`src/rtl/timer_pkg.sv`:
```
// Shared types and constants for the CPU timer interrupt controller.
package timer_pkg;

    typedef enum logic [1:0] {
        IDLE = 2'd0,
        GAP  = 2'd1,
        RUN  = 2'd2
    } timer_state_e;

    localparam int unsigned TMS_W_DEFAULT = 13;
    localparam int unsigned CYCLES_PER_MS = 50000;

endpackage

```
`src/rtl/timer_irq_ctrl.sv`:
```
// Sequences millisecond periods into CPUTimer and turns its expiry flag into a sticky irq.
// Optional missed-acknowledge tracking is built only when TIMER_OVERRUN_EN is defined.
module timer_irq_ctrl
    import timer_pkg::*;
#(
    parameter int unsigned TMS_W       = TMS_W_DEFAULT,
    parameter int unsigned RESTART_GAP = 2
) (
    input  logic             clk,
    input  logic             rst,
    input  logic             wr_en,
    input  logic [TMS_W-1:0] wr_data,
    input  logic             wr_auto,
    input  logic             ack,
    input  logic             rdy,
    output logic [TMS_W-1:0] Tms,
    output logic             irq,
    output logic             busy,
    output logic             overrun
);

    localparam int unsigned          GAP_W    = $clog2(RESTART_GAP + 1);
    localparam logic [GAP_W-1:0]     GAP_LAST = GAP_W'(RESTART_GAP - 1);

    timer_state_e     r_state;
    logic [TMS_W-1:0] r_period;
    logic             r_auto;
    logic [GAP_W-1:0] r_gap_cnt;
    logic [TMS_W-1:0] r_tms;
    logic             r_irq;
    logic             r_busy;
    logic             w_expire;

    // A CPU write in the same cycle as an expiry discards that expiry.
    assign w_expire = (r_state == RUN) && rdy && !wr_en;

    always_ff @(posedge clk or negedge rst) begin
        if (!rst) begin
            r_state   <= IDLE;
            r_period  <= '0;
            r_auto    <= 1'b0;
            r_gap_cnt <= '0;
            r_tms     <= '0;
            r_irq     <= 1'b0;
            r_busy    <= 1'b0;
        end else begin
            if (wr_en) begin
                r_tms <= '0;
                if (wr_data != '0) begin
                    r_period  <= wr_data;
                    r_auto    <= wr_auto;
                    r_state   <= GAP;
                    r_gap_cnt <= '0;
                    r_busy    <= 1'b1;
                end else begin
                    r_state <= IDLE;
                    r_busy  <= 1'b0;
                end
            end else begin
                case (r_state)
                    IDLE: begin
                        r_tms  <= '0;
                        r_busy <= 1'b0;
                    end
                    GAP: begin
                        if (r_gap_cnt == GAP_LAST) begin
                            r_state <= RUN;
                            r_tms   <= r_period;
                        end else begin
                            r_gap_cnt <= r_gap_cnt + 1'b1;
                        end
                    end
                    RUN: begin
                        if (rdy) begin
                            r_state   <= r_auto ? GAP : IDLE;
                            r_busy    <= r_auto;
                            r_gap_cnt <= '0;
                            r_tms     <= '0;
                        end
                    end
                    default: begin
                        r_state <= IDLE;
                        r_tms   <= '0;
                        r_busy  <= 1'b0;
                    end
                endcase
            end

            if (w_expire)
                r_irq <= 1'b1;
            else if (ack)
                r_irq <= 1'b0;
        end
    end

`ifdef TIMER_OVERRUN_EN
    logic r_overrun;

    always_ff @(posedge clk or negedge rst) begin
        if (!rst)
            r_overrun <= 1'b0;
        else if (w_expire && r_irq)
            r_overrun <= 1'b1;
        else if (ack && r_irq)
            r_overrun <= 1'b0;
    end

    assign overrun = r_overrun;
`else
    assign overrun = 1'b0;
`endif

    assign Tms  = r_tms;
    assign irq  = r_irq;
    assign busy = r_busy;

endmodule
```
`config.mk`:
```
export PLATFORM = sky130hd
export DESIGN_NAME = timer_irq_ctrl
export DESIGN_NICKNAME = d
export VERILOG_FILES = /design/src/rtl/timer_pkg.sv /design/src/rtl/timer_irq_ctrl.sv
export SDC_FILE = /design/constraint.sdc
export NUM_CORES = 1
export LEC_CHECK = 0
export ABC_AREA = 0
export BUFFER_PORTS_ARGS = -buffer_cell sky130_fd_sc_hd__buf_2
export CORE_MARGIN = 2
export CORE_UTILIZATION = 25
export CTS_CLUSTER_SIZE = 8
export DETAILED_ROUTE_END_ITERATION = 6
export GPL_ROUTABILITY_DRIVEN = 1
export SLEW_MARGIN = 20
export SYNTH_ARGS = -nofsm -noshare
export SYNTH_HDL_FRONTEND = slang
export SYNTH_SLANG_ARGS = --single-unit
```
`constraint.sdc`:
```
create_clock -name clk -period 1.8 [get_ports clk]
set_clock_uncertainty 0.2 [all_clocks]
set_input_delay 0.18 -clock clk [delete_from_list [all_inputs] [get_ports clk]]
set_output_delay 0.18 -clock clk [all_outputs]
set_load 0.005 [all_outputs]
```
* Word level (Yosys, flattened, before mapping)
Cells that the tools add are included.
** Storage, ports and cells
- Register bits :: 33
- Output and inout port bits :: 16
- Input bits :: 19
- Word-level logic and storage cells :: 50
** Operators by class
- Reduce and logical (&&, ||, !) cells :: 12
- Mux-type cells :: 21
- Eq/ne operators :: 9
- Add/sub/neg operators :: 1
** Operators by type and width (count)
- $mux 13 :: 3
- $pmux 13 s2 :: 1
- $mux 2 :: 7
- $reduce_bool 13->1 :: 1
- $ne 3x3->1 const B :: 3
- $mux 1 :: 7
- $pmux 2 s3 :: 1
- $reduce_and 2->1 :: 3
- $eq 2x1->1 const B :: 2
- $ne 2x2->1 const B :: 2
- $pmux 2 s2 :: 1
- $reduce_and 4->1 :: 1
- $reduce_and 3->1 :: 1
- $reduce_bool 3->1 :: 1
- $add 2x1->2 const B :: 1
- $eq 2x2->1 const B :: 1
- $logic_and 1x1->1 :: 2
- $logic_not 2->1 :: 1
- $ne 2x1->1 const B :: 1
- $pmux 1 s2 :: 1
- $reduce_bool 2->1 :: 1
- $logic_not 1->1 :: 1

* Depth between registers and ports, before layout
- Word-level depth :: 4
- Depth in mapped cells :: 7
- Depth with buffers taken out :: 5

* Worst setup path before layout
OpenSTA, ideal clock, no wires.
- Path kind :: flip-flop to flip-flop
- Start :: register r_state[0]
- End :: register r_tms[0] (netlist: Tms[0])
- Path buffers :: 2
- Clock period less this slack :: 1.907 ns
- Required time :: 1.534 ns
- Setup time :: 0.066 ns
- Cell stages (with the launch flop) :: 8
- Path slack :: -0.107 ns
- Arrival time :: 1.641 ns
- Cells stage by stage :: dfrtp_1 inv_1 ha_1 clkbuf_1 nand2b_1 a21oi_1 clkbuf_1 a22o_1
** On the way
- Longest elaborated chain between the ends :: 3
- Elaborated cells between the ends (all ways) :: 7
- Classes of those cells :: eq/ne (4); mux (2); reduce/logical (1)
** RTL lines
- from (decl) :: RTL line timer_irq_ctrl.sv:25 : timer_state_e r_state;
- from (signal assigned) :: RTL line timer_irq_ctrl.sv:75 : r_state <= r_auto ? GAP : IDLE;
- $eq 2x2->1 / $eq 2x1->1 (equally long branches) :: RTL line timer_irq_ctrl.sv:60 : case (r_state)
- $pmux 13 s2 / $ne 3x3->1 (equally long branches)
- $mux 13 / $reduce_and 2->1 (equally long branches)
- to (signal assigned) :: RTL line timer_irq_ctrl.sv:68 : r_tms <= r_period;
- to (decl) :: RTL line timer_irq_ctrl.sv:29 : logic [TMS_W-1:0] r_tms;
Several ways; a longest one is shown, not always the timed one.
A chain may end at the register's enable or synchronous reset.

* Worst setup path in the final report
- Start :: register r_state[0]
- End :: register r_gap_cnt[1]
** On the way
- Longest elaborated chain between the ends :: 3
- Elaborated cells between the ends (all ways) :: 8
- Classes of those cells :: eq/ne (4); mux (2); reduce/logical (2)
** RTL lines
- $eq 2x1->1 / $eq 2x2->1 (equally long branches) :: RTL line timer_irq_ctrl.sv:60
- $ne 3x3->1 (no line), or another cell as far along
- $reduce_and 4->1 (no line) / $mux 2 (equally long branches)
- to (signal assigned) :: RTL line timer_irq_ctrl.sv:70 : r_gap_cnt <= r_gap_cnt + 1'b1;
- to (decl) :: RTL line timer_irq_ctrl.sv:28 : logic [GAP_W-1:0] r_gap_cnt;
Several ways; a longest one is shown, not always the timed one.

==> summary.md <==
| Metric | Value |
|---|---|
| Power density over the cells | `roughly 1100 mW/mm2` |
| Critical path peak fanout | `8` |
| H-tree Lvls | `2` |
| Drt wl/cell | `13.9 um` |
| Core area | `0.00554 mm2` |
| Via count | `~1,200` |
| Total CTS buffers | `5` |
| Commonest cells post-synth | `dfrtp_1, a22o_1, clkbuf_1, inv_1, ha_1` |
| CP arrival | `1700 ps` |
| Area delta synth->final | `38.4%` |
| Initial Util | `0.262` |
| Root Buffer | `clkbuf_8` |
| Post-detail-place hpwl | `2.39 mm` |
| Min Tclk post-route | `1720 ps` |
| CP Capture Type | `flop` |
| Die Span Y | `80.2 um` |
| Routability cong. | `0.793` |
| Reg area | `between 800 and 900 um2` |
| Top post-synthesis cells by area | `dfrtp_1, a22o_1, ha_1, o41ai_4, clkbuf_1` |
| # rows | `27` |
| Maximum vdd drop | `between 500 and 600 uV` |
| WL final | `3.43 mm` |
| Ys async rst share | `1.00` |
| DRT Pass-1 Iters | `4` |
| Ratio of cells with drive above 1 in the final layout | `0.349` |
| Worst-Skew Late Latency | `290 ps` |
| Worst hold slack | `19.0 ps` |
| Most frequent cell after synthesis | `dfrtp_1` |
| IO Count | `35` |
| Worst EP required | `1780 ps` |
| Top cell type's share of synthesized area | `0.569` |
| Yosys top cell by area | `dfrtp_1` |
| Nets | `a little under 200` |
| Max Slew Vio Count | `0` |
| Yosys cell types | `35` |
| Sequential area share after synthesis | `0.569` |
| Clock Pin Slew Worst Setup and Hold Paths | `70 ps` |
| Setup WS pre-CTS | `-157 ps` |
| Metal2 WL | `about 1.7 mm` |
| CTS Buffer Depth | `2` |
| Reg2reg path depth | `6` |
| Gate count of the mapped netlist | `115` |
| Die width | `80.2 um` |
| Die ar. | `about 0.0064 mm2` |
| Max-cap violations | `0` |
| Highest Signal Layer | `met4` |
| Yosys warning count | `0` |
| Avg Synthesized Cell Area | `12.6 um2` |
| Fillcell total | `555` |
| M1 WL | `1.55 mm` |
| Fin cells | `approximately 250` |
| Global-route wire length before repair | `5.65 mm` |
| Area of the multi-input gates | `577 um2` |
| Clock sink count | `33` |
| Syn_nets | `about 140` |
| Crit Path Category | `reg2reg` |
| Largest net degree at the start of global routing | `20` |
| Yosys reg bits | `33` |
| Tot Pwr | `2.22 mW` |
| DR iter-0 viols | `~70` |
| # placed instances | `224` |
| Overall Global Routing Usage | `0.114` |
| Synth Cell Area | `around 0.0015 mm2` |
| Hold crit path type | `in2reg` |
| Worst Hold Depth | `3` |
| EDFF count, synth | `0` |
| Status | `completed` |
| I/O Buffers | `33` |
| Vias per cell | `between 4 and 5` |
| DR DRC count | `0` |
| Ant. Diodes | `0` |
| Initial antenna violation count | `0` |
| Metal3 WL | `155 um` |
| Fin worst setup slack | `80.5 ps` |
| Antenna viol nets, final | `0` |
| CTS tree | `built` |
| Max Freq | `582 MHz` |
| GR Overflow Total | `0` |
| Final Hold Fails | `0` |
| Fin crit share | `0.955` |
| Pleak | `0.996 nW` |
| Number of global-route vias before repair | `1,189` |
| Count of final setup violators | `0` |
| Crit start category | `flop` |
| Main synth FF type | `dfrtp_1` |
-- placed cells by master (no fill, tap or decap), types with 3 or more instances in the layout --
cell type	n
a22o_1	26
buf_2	33
buf_4	11
clkbuf_8	5
dfrtp_1	33
dlygate4sd3_1	15
ha_1	3
inv_1	6
nor4_1	3
-- sequential cells by signal (all words and copies together) (netlist names) --
| signal | count |
|---|---|
| Tms | 13 |
| r_auto | 1 |
| busy | 1 |
| r_period | 13 |
| r_gap_cnt | 2 |
| r_state | 2 |
| irq | 1 |
-- critical path, cell delays in order, from the launching register on --
cell and delay, ps:
dfrtp_1 390, inv_1 80, ha_1 210, buf_4 160, nand3b_1 150, a211o_1 290, o211a_1 120
-- where the power goes --
group	switching, mW	internal, mW
combinational	0.362	0.375
sequential	0.0830	0.865
clock	0.265	0.268
total	0.710	1.51
-- final timing paths --
path | startpoint | slack (ps) | to
min in group asynchronous | rst | 160 | r_gap_cnt[0]$_DFFE_PN0P_
max in group asynchronous | rst | 760 | Tms[11]$_DFFE_PN0P_
hold reg to reg | Tms[5]$_DFFE_PN0P_ | 300 | Tms[5]$_DFFE_PN0P_
hold / removal | wr_data[0] | 20 | r_period[0]$_DFFE_PN0P_
setup / recovery | r_state[0]$_DFFE_PN0P_ | 80 | r_gap_cnt[1]$_DFFE_PN0P_
setup reg to reg | r_state[0]$_DFFE_PN0P_ | 80 | r_gap_cnt[1]$_DFFE_PN0P_
-- metrics by stage --
step                utilization  setup TNS [ps]  instance area, um2
CTS                       0.360               0                1990
finish                    0.362               0                2010
detailed placement        0.317           -1850                1760
global route              0.362           -2.58                2010
floorplan                     -           -86.7                1460
global placement          0.317            -979                1760
-- logic make-up (layout without fill, tap and decap cells) --
group,count (synthesis),in the layout,share of synthesized area
AND/OR/NAND/NOR,21,21,0.0975
flip-flops,33,33,0.569
buffers and inverters,14,74,0.0440
multiplexers,1,1,0.00776
AO/OA/AOI/OAI,41,41,0.244
adder cells (fa/ha/maj),4,4,0.0345
other,1,1,0.00259
-- what timing repair did --
action | in CTS | in global routing
buffers inserted | 0 | 0
resized for setup | 1 | 5
endpoints found under the setup margin | 13 | 14
hold endpoints to repair | 42 | 0
gates cloned | 0 | 0
hold buffers | 15 | 0
-- final cells by class --
cell class	instances	area share
clock inverter	2	0.00499
multi-input combinational	68	0.287
sequential	33	0.411
tap	72	0.0449
inverter	6	0.0112
clock buffer	6	0.0362
timing repair buffer	60	0.204
-- layer usage --
layer	track usage	vias up
met3	0.0281	6
met2	0.186	26
li1	-	556
met5	0	-
met1	0.141	567
met4	0.0508	0
Note: power is estimated with default switching activity, not from simulation.
